`src/rtl/riscv_multicycle_control.sv`:
```
// Main control FSM for the multicycle RISC-V core.
// Optional: define RISCV_MC_ILLEGAL_TRAP_EN to halt on illegal opcodes.
module riscv_multicycle_control #(
  parameter int STATE_W = 4
) (
  input  logic               clk,
  input  logic               rst,
  input  logic [6:0]         opcode,
  input  logic [2:0]         funct3,
  input  logic               zero,
  input  logic               mem_ready,
  output logic               mem_req,
  output logic               mem_write,
  output logic               adr_src,
  output logic               ir_write,
  output logic               pc_write,
  output logic               reg_write,
  output logic [1:0]         result_src,
  output logic [1:0]         alu_src_a,
  output logic [1:0]         alu_src_b,
  output logic [1:0]         alu_op,
  output logic               instr_done,
  output logic               illegal,
  output logic [STATE_W-1:0] state_o
);

  localparam logic [STATE_W-1:0] RESET_STATE = '0;

  typedef enum logic [STATE_W-1:0] {
    S_FETCH    = 4'd0,
    S_DECODE   = 4'd1,
    S_MEMADR   = 4'd2,
    S_MEMREAD  = 4'd3,
    S_MEMWB    = 4'd4,
    S_MEMWRITE = 4'd5,
    S_EXECR    = 4'd6,
    S_EXECI    = 4'd7,
    S_ALUWB    = 4'd8,
    S_BRANCH   = 4'd9,
    S_JAL      = 4'd10,
    S_HALT     = 4'd11
  } state_t;

  state_t state_q, state_d;
  logic   taken;

  always_ff @(posedge clk) begin
    if (rst) state_q <= state_t'(RESET_STATE);
    else     state_q <= state_d;
  end

  always_comb begin
    taken = 1'b0;
    unique case (1'b1)
      (funct3 == 3'b000): taken = zero;
      (funct3 == 3'b001): taken = ~zero;
      default:            taken = 1'b0;
    endcase
  end

  always_comb begin
    state_d    = state_q;
    mem_req    = 1'b0;
    mem_write  = 1'b0;
    adr_src    = 1'b0;
    ir_write   = 1'b0;
    pc_write   = 1'b0;
    reg_write  = 1'b0;
    result_src = 2'b00;
    alu_src_a  = 2'b00;
    alu_src_b  = 2'b00;
    alu_op     = 2'b00;
    instr_done = 1'b0;
    illegal    = 1'b0;
    unique case (state_q)
      S_FETCH: begin
        mem_req    = 1'b1;
        alu_src_b  = 2'b10;
        result_src = 2'b10;
        ir_write   = mem_ready;
        pc_write   = mem_ready;
        if (mem_ready) state_d = S_DECODE;
      end
      S_DECODE: begin
        alu_src_a = 2'b01;
        alu_src_b = 2'b01;
        case (opcode)
          7'b0000011,
          7'b0100011: state_d = S_MEMADR;
          7'b0110011: state_d = S_EXECR;
          7'b0010011: state_d = S_EXECI;
          7'b1100011: state_d = S_BRANCH;
          7'b1101111: state_d = S_JAL;
          default: begin
            illegal = 1'b1;
`ifdef RISCV_MC_ILLEGAL_TRAP_EN
            state_d = S_HALT;
`else
            state_d = S_FETCH;
`endif
          end
        endcase
      end
      S_MEMADR: begin
        alu_src_a = 2'b10;
        alu_src_b = 2'b01;
        state_d   = opcode[5] ? S_MEMWRITE : S_MEMREAD;
      end
      S_MEMREAD: begin
        mem_req = 1'b1;
        adr_src = 1'b1;
        if (mem_ready) state_d = S_MEMWB;
      end
      S_MEMWB: begin
        result_src = 2'b01;
        reg_write  = 1'b1;
        instr_done = 1'b1;
        state_d    = S_FETCH;
      end
      S_MEMWRITE: begin
        mem_req    = 1'b1;
        mem_write  = 1'b1;
        adr_src    = 1'b1;
        instr_done = mem_ready;
        if (mem_ready) state_d = S_FETCH;
      end
      S_EXECR: begin
        alu_src_a = 2'b10;
        alu_op    = 2'b10;
        state_d   = S_ALUWB;
      end
      S_EXECI: begin
        alu_src_a = 2'b10;
        alu_src_b = 2'b01;
        alu_op    = 2'b11;
        state_d   = S_ALUWB;
      end
      S_ALUWB: begin
        reg_write  = 1'b1;
        instr_done = 1'b1;
        state_d    = S_FETCH;
      end
      S_BRANCH: begin
        alu_src_a  = 2'b10;
        alu_op     = 2'b01;
        instr_done = 1'b1;
        pc_write   = taken;
        state_d    = S_FETCH;
      end
      S_JAL: begin
        alu_src_a = 2'b01;
        alu_src_b = 2'b10;
        pc_write  = 1'b1;
        state_d   = S_ALUWB;
      end
      S_HALT: illegal = 1'b1;
      default: state_d = S_FETCH;
    endcase
    // Reset silences every output, including debug state.
    if (rst) begin
      mem_req    = 1'b0;
      mem_write  = 1'b0;
      adr_src    = 1'b0;
      ir_write   = 1'b0;
      pc_write   = 1'b0;
      reg_write  = 1'b0;
      result_src = 2'b00;
      alu_src_a  = 2'b00;
      alu_src_b  = 2'b00;
      alu_op     = 2'b00;
      instr_done = 1'b0;
      illegal    = 1'b0;
    end
  end

  assign state_o = rst ? '0 : state_q;

endmodule

```
`config.mk`:
```
export PLATFORM = sky130hd
export DESIGN_NAME = riscv_multicycle_control
export DESIGN_NICKNAME = d
export VERILOG_FILES = /design/src/rtl/riscv_multicycle_control.sv
export SDC_FILE = /design/constraint.sdc
export NUM_CORES = 1
export LEC_CHECK = 0
export ABC_CLOCK_PERIOD_IN_PS = 1900
export CORE_UTILIZATION = 38
export CTS_CLUSTER_DIAMETER = 60
export DETAILED_ROUTE_END_ITERATION = 10
export GPL_TIMING_DRIVEN = 0
export HOLD_SLACK_MARGIN = 0.02
export PLACE_DENSITY = 0.82
export SLEW_MARGIN = 20
export SYNTH_ARGS = -nofsm -noshare
export SYNTH_HDL_FRONTEND = slang
export SYNTH_SLANG_ARGS = --single-unit
export TNS_END_PERCENT = 5
```
`constraint.sdc`:
```
create_clock -name clk -period 1.9 [get_ports clk]
set_clock_uncertainty 0.1 [all_clocks]
set_input_delay 0.285 -clock clk [delete_from_list [all_inputs] [get_ports clk]]
set_output_delay 0.285 -clock clk [all_outputs]
set_load 0.05 [all_outputs]
```
; Word-level counts from Yosys, hierarchy flattened
; Index checks and enable logic that the tools add are counted.
[op_classes]
eq_ne = 21
reduce_logical = 14
n_bitwise = 2
muxes = 33
[ops]
columns = cell, n
row1 = 4-bit one-hot mux with 7 select lines, 1
row2 = 4-bit one-hot mux with 5 select lines, 1
row3 = 4-bit by 3-bit == test with 1-bit output (second input constant), 4
row4 = 4-bit == test (second input constant), 4
row5 = 4-bit two-way mux, 4
row6 = 7-bit by 6-bit == test with 1-bit output (second input constant), 2
row7 = 7-bit == test (second input constant), 2
row8 = 1-bit two-way mux, 14
row9 = 2-bit one-hot mux with 2 select lines, 3
row10 = 3-bit OR reduction, 4
row11 = 2-bit OR reduction, 5
row12 = 4-bit by 2-bit == test with 1-bit output (second input constant), 2
row13 = 2-bit two-way mux, 4
row14 = 7-bit by 2-bit == test with 1-bit output (second input constant), 1
row15 = 7-bit by 5-bit == test with 1-bit output (second input constant), 1
row16 = 2-bit inequality test (second input constant), 3
row17 = 1-bit one-hot mux with 2 select lines, 3
row18 = 2-bit one-hot mux with 3 select lines, 1
row19 = 6-bit OR reduction, 1
row20 = 4-bit by 1-bit == test with 1-bit output (second input constant), 1
row21 = 4-bit logical NOT, 1
row22 = 4-bit AND reduction, 1
row23 = 4-bit OR reduction, 1
row24 = 3-bit by 1-bit == test with 1-bit output (second input constant), 1
row25 = 4 further kinds, 5
[word_totals]
register_bits = 4
input_bits = 14
elab_cells = 71
output_inout_bits = 20

; Longest topological paths before layout
; Gate-level depths: netlist (run 1).
[depth]
depth_word = 5
mapped_depth = 6

; Worst setup path after synthesis (run 1)
; No wires, ideal clock.
[synth_timing]
path_type = register -> output
from = register state_q[2]
to = output port mem_write
setup_slack_ns = -0.627
arrival_ns = 2.142
t_required_ns = 1.515
path_stages_with_launch = 5
n_path_buf = 1
path_cell_list = dfxtp_1 > buf_2 > nor2b_1 > nand2_1 > nor2_1
[synth_between]
elab_chain_len = 3
[synth_lines]
columns = item, line_no
row1 = start: declaration, 44  ; state_t state_q, state_d;
row2 = start signal: assignment, 48  ; if (rst) state_q <= state_t'(RESET_STATE);
row3 = start signal: assignment, 49  ; else state_q <= state_d;
row4 = 4-bit by 3-bit == test with 1-bit output, 75  ; unique case (state_q)
row5 = 1-bit two-way mux, 75
row6 = 1-bit two-way mux, 160  ; if (rst) begin
row7 = end: declaration, 13  ; output logic mem_write,
; Every way passes these cells.

; Final worst setup path (run 1)
[layout_timing]
from = register state_q[3]
to = output port illegal
[layout_between]
elab_chain_len = 3
word_cells_on_any_way = 4
[layout_lines]
columns = item, line_no
row1 = 4-bit == test / 4-bit by 1-bit == test with 1-bit output (equally long branches), 75
row2 = 1-bit one-hot mux with 2 select lines (*), 75
row3 = 1-bit two-way mux (*), 160
row4 = end: declaration, 23  ; output logic illegal,
; Mark *: on every way between the ends. The rest lies on a longest branch, timed or not.

==> impl_metrics.ini, run 1 <==
[layout]
reg.largest.list = state_q x4
stdcell_count = 158
final_layout_fill_cell_count = 139
most_used_cells_in_the_layout_excluding_fill_and_tap_cells = 16 x sky130_fd_sc_hd__buf_4, 11 x sky130_fd_sc_hd__nor2_1, 11 x sky130_fd_sc_hd__clkdlybuf4s50_1
multiInputGateArea_um2 = 526
drive_above_1_share = 0.380
max_flop_register = state_q
max_ffs_per_register = 4
nets = 158
synthToLayoutAreaGrowth_pct = 76.0
layout_commonest_cell = sky130_fd_sc_hd__buf_4
seqCellArea_um2 = 83.8
post-route-cell-area_um2 = 1090
utilization = 0.717
antenna_cells = 0

[worst_setup_path]
setup.worst_path.class = flop to primary output
timing.critical_path.required_ps = 1510
reg2regPathDepth = 8
setup.worst_path.end_class = primary output
critPathArrivalTime_ps = 1610
worstSetupStartpointType = flop
worst-path-max-fanout = 7

[timing]
hold_viol_final = 0
worst_slew_margin_relative_to_its_limit = 0.647
max_clk_rate_mhz = 502
post-route-worst-setup-slack_ps = -91.8
rsz0062_at_grt = true
fin_tns_setup_ps = -126
drv_slew = 0
worstMarginPinSlew_ps = 516
whs_ps = 305
fin_crit_ps = 1990
report.final.setup_viol = 4
final_period_util = 1.05

[global_routing]
grt_pass1_wl_um = 3410
grt_usage = 0.245
first_global_vias = 812
grt_start_max_net_pins = 11
remaining_global_route_overflow = 0
antenna_violations_before_repair = 0

[clock_network]
cts_tree = yes
clock_latency_ps = 240
tritoncts.num_buffers = 3
clk_pin_slew_ps = 40
hold_buffers_post_cts = 0
clock_path_buffers = 2
cts-root-buf = sky130_fd_sc_hd__clkbuf_4
h-tree-depth = 1
clock_sinks = 4

[flow_run]
max-cap-violations = 0

[pwr]
total_power_divided_by_cell_area_nw_per_um2 = 355
finalPower_mw = 0.388
power.ir.vdd_worst_v = 0.000317
power.leakage_nw = 0.476

[logic_synthesis]
synth-seq-cells = 4
synthDistinctLibCells = 32
synth-seq-area-share = 0.129
number_of_cells_produced_by_synthesis = 99
synthesis.area_per_instance_um2 = 6.27
ys.warnings.count = 0
synth_fp_nets = 113
netlist_area_um2 = 621

[floorplanning]
floorplan_die_height_um = 42.4
initial_utilization = 0.407
die_area_um2 = 1800
boundaryPins = 34
rows = 14
fp.coreArea_um2 = 1520
die_width_um = 42.4

[detailed_routing]
detail_route.vias_per_cell = 6.00
postRouteAntennaNets = 0
route.detailed.wl_per_inst_um = 14.1
drt-total-wl_um = 2230
detail_route.drc_violations = 0
first_iter_violations = 28
vias_after_detailed_routing = 948
detailedRoute.firstPassIterationCount = 4

[hold_path]
worst_hold_path.num_cells = 3
worst_hold_path_type = primary input to flop

[place]
preCtsSetupSlack_ps = -728
routabilityCongestion = 0.853
numPortBuffers = 33
dp_cells = 148
placed_cell_area_um2 = 993
dp_hpwl_um = 1530

[outcome]
violations_in_the_final_reports = setup timing
status = complete, but fails checks
cell usage after synthesis:
cell                        instances  share of area
sky130_fd_sc_hd__a2111oi_0          1          0.014
sky130_fd_sc_hd__a211oi_1           3          0.036
sky130_fd_sc_hd__a21o_1             1          0.012
sky130_fd_sc_hd__a21oi_1           11          0.089
sky130_fd_sc_hd__a221oi_1           1          0.014
sky130_fd_sc_hd__a31oi_1            2          0.020
sky130_fd_sc_hd__a32oi_1            1          0.014
sky130_fd_sc_hd__and2_1             1          0.010
sky130_fd_sc_hd__and3_1             1          0.010
sky130_fd_sc_hd__buf_2              2          0.016
sky130_fd_sc_hd__buf_6              2          0.036
sky130_fd_sc_hd__clkbuf_1           4          0.024
sky130_fd_sc_hd__dfxtp_1            4           0.13
sky130_fd_sc_hd__inv_1              5          0.030
sky130_fd_sc_hd__nand2_1            6          0.036
sky130_fd_sc_hd__nand2b_1           6          0.060
sky130_fd_sc_hd__nand3_1            1         0.0081
sky130_fd_sc_hd__nand3b_1           1          0.012
sky130_fd_sc_hd__nor2_1            13          0.079
sky130_fd_sc_hd__nor2b_1            5          0.050
sky130_fd_sc_hd__nor3_1            11          0.089
sky130_fd_sc_hd__nor4_1             2          0.020
sky130_fd_sc_hd__nor4_4             1          0.034
sky130_fd_sc_hd__o21a_1             1          0.012
sky130_fd_sc_hd__o21ai_0            4          0.032
sky130_fd_sc_hd__o21bai_1           1          0.012
sky130_fd_sc_hd__o22ai_1            2          0.020
sky130_fd_sc_hd__o22ai_2            1          0.020
sky130_fd_sc_hd__or2_1              1          0.010
sky130_fd_sc_hd__or2_2              1          0.010
sky130_fd_sc_hd__or3_1              1          0.010
sky130_fd_sc_hd__xnor2_1            2          0.028
power by group:
part           total (mW)  switching [mW]  leakage, nW  internal [mW]
Clock               0.107          0.0367       0.0138         0.0707
Sequential         0.0910         0.00381       0.0338         0.0872
Combinational       0.189           0.114        0.429         0.0750
Total               0.388           0.155        0.476          0.233
routing by layer:
metal	share of wire	wire length (µm)	vias to the layer above	global-route usage
met3	0.077	172	10	0.0690
met4	0.021	46	0	0.0625
li1	-	-	442	-
met2	0.51	1130	63	0.437
met1	0.40	884	433	0.283
met5	0	0	-	0
timing repair:
item | CTS | global route
pin swaps | 0 | 4
setup endpoints to repair | 20 | 18
gates resized for setup | 119 | 19
buffers inserted | 1 | 6
final timing paths:
path	start	end	slack, ps
setup / recovery	state_q[3]	illegal	-90
hold / removal	opcode[4]	state_q[2]	300
setup reg to reg	state_q[3]	state_q[2]	160
hold reg to reg	state_q[1]	state_q[3]	510
cells by family after synthesis:
family,share of synthesized area
DFF,0.129
xor gates and xnor gates,0.0282
and+or+nand+nor,0.440
AOI/OAI and AO/OA,0.296
buffers and inverters,0.107
worst max-delay path, stage by stage (launching register included):
cell and delay [ps]:
sky130_fd_sc_hd__dfxtp_2 310, sky130_fd_sc_hd__buf_6 120, sky130_fd_sc_hd__or2_1 220, sky130_fd_sc_hd__buf_6 130, sky130_fd_sc_hd__a21o_1 150, sky130_fd_sc_hd__a211oi_2 240
sky130_fd_sc_hd__buf_6 190
layout make-up:
cell class	count	area share
Multi-Input combinational cell	82	0.481
Buffer	8	0.0573
Sequential cell	4	0.0767
Tap cell	16	0.0183
Inverter	5	0.0172
Clock buffer	3	0.0206
Timing Repair Buffer	40	0.329
(Power assumes the default switching activity.)
==> inputs of run 2 (changes only) <==
ABC_CLOCK_PERIOD_IN_PS = 2100   (was 1900)
clock period = 2.1 ns   (was 1.9 ns; I/O delays follow)
==> impl_metrics.ini, run 2 (synthesized netlist as in run 1, its figures left out) <==
[layout]
max_ffs_per_register = 4
nets = 151
final_layout_fill_cell_count = 158
max_flop_register = state_q
drive_above_1_share = 0.252
antenna_cells = 0
post-route-cell-area_um2 = 938
synthToLayoutAreaGrowth_pct = 51.2
most_used_cells_in_the_layout_excluding_fill_and_tap_cells = 13 x sky130_fd_sc_hd__buf_2, 13 x sky130_fd_sc_hd__nor2_1, 13 x sky130_fd_sc_hd__clkdlybuf4s50_1
reg.largest.list = state_q x4

[place]
routabilityCongestion = 0.882
numPortBuffers = 33
placed_cell_area_um2 = 978
preCtsSetupSlack_ps = -582
dp_hpwl_um = 1490

[floorplanning]
initial_utilization = 0.407
rows = 14
fp.coreArea_um2 = 1520
die_width_um = 42.4
die_area_um2 = 1800
boundaryPins = 34
floorplan_die_height_um = 42.4

[worst_setup_path]
reg2reg_setup_slack_ps = 510
critPathArrivalTime_ps = 1680
worstSetupStartpointType = primary input
setup.worst_path.end_class = primary output
reg2regPathDepth = 4
endpoint_of_the_worst_slack_reg_to_reg_timing_path = state_q[1]
setup.worst_path.class = primary input to primary output
timing.critical_path.required_ps = 1680
worst-path-max-fanout = 4
reg2reg_start = state_q[1]

[global_routing]
first_global_vias = 750
remaining_global_route_overflow = 0
antenna_violations_before_repair = 0
use_met1 = 0.278
grt_usage = 0.229
grt_pass1_wl_um = 3220
met3_grt_util = 0.0259
grt.busiest_layer = met2
grt_start_max_net_pins = 11
grtUsageMet2 = 0.394

[pwr]
total_power_divided_by_cell_area_nw_per_um2 = 358
finalPower_mw = 0.336
power.ir.vdd_worst_v = 0.000257
power.leakage_nw = 0.411

[hold_path]
worst_hold_path_type = flop to flop
worstHoldStart = state_q[1]
worst_hold_path.num_cells = 2
timing.hold.worst_endpoint = state_q[3]

[timing]
rsz0062_at_grt = true
report.final.setup_viol = 0
whs_ps = 566
fin_crit_ps = 2100
final_period_util = 0.999
drv_slew = 0
hold_viol_final = 0
worstMarginPinSlew_ps = 476
post-route-worst-setup-slack_ps = 2.77
max_clk_rate_mhz = 477
worst_slew_margin_relative_to_its_limit = 0.674

[clock_network]
clock_path_buffers = 2
cts_tree = yes
clock_latency_ps = 240
clock_sinks = 4
tritoncts.num_buffers = 3
cts-root-buf = sky130_fd_sc_hd__clkbuf_4
h-tree-depth = 1
clk_pin_slew_ps = 40
hold_buffers_post_cts = 0

[detailed_routing]
detail_route.vias_per_cell = 5.68
detail_route.drc_violations = 0
detailedRoute.firstPassIterationCount = 4
route.detailed.wl_per_inst_um = 12.7
drt-total-wl_um = 1920
postRouteAntennaNets = 0
first_iter_violations = 25
vias_after_detailed_routing = 857

[flow_run]
max-cap-violations = 0

[outcome]
status = complete, no violations
[run 2: timing repair]
item | CTS | global route
setup endpoints to repair | 20 | 16
buffers inserted | 0 | 0
pin swaps | 0 | 0
endpoints found under the hold margin | 0 | 0
cloned | 0 | 0
gates resized for setup | 84 | 22
[run 2: area by class of cell]
class	count	area, µm²	share of cell area
Tap cell	16	20.0	0.0213
Inverter	5	18.8	0.0200
Multi-Input combinational cell	82	482	0.513
Timing Repair Buffer	33	260	0.277
Clock buffer	3	22.5	0.0240
Sequential cell	4	80.1	0.0853
Buffer	8	55.1	0.0587
[run 2: metrics by stage]
step	utilization	cells	TNS (ps)
2_1_floorplan	-	99	-1630
3_3_place_gp	0.642	148	-7910
3_5_place_dp	0.642	148	-7920
4_1_cts	0.641	151	-130
5_1_grt	0.616	151	-276
6_report	0.616	151	0
[run 2: worst max path at each step]
stage                     from  endpoint  slack, ps
floorplan           state_q[0]   mem_req       -300
global placement     opcode[4]   illegal       -590
detailed placement   opcode[4]   illegal       -580
CTS                 state_q[1]   adr_src       -130
global route         opcode[4]   illegal       -100
finish               opcode[4]   illegal          3
[run 2: power by group]
group,internal (mW),switching (mW)
clock,0.0643,0.0373
combinational,0.0558,0.0968
sequential,0.0784,0.00325
[run 2: layer usage]
metal,wire (µm),share of wire,vias up
li1,-,-,427
met3,129,0.067,7
met1,817,0.43,381
met2,934,0.49,42
met5,0,0,-
met4,40,0.021,0
[run 2: critical path, cell delays in order]
cell and delay [ps]:
sky130_fd_sc_hd__clkdlybuf4s50_1 490, sky130_fd_sc_hd__nand3b_1 170, sky130_fd_sc_hd__o21ai_0 110, sky130_fd_sc_hd__a21o_1 190, sky130_fd_sc_hd__a211oi_2 210, sky130_fd_sc_hd__buf_6 190
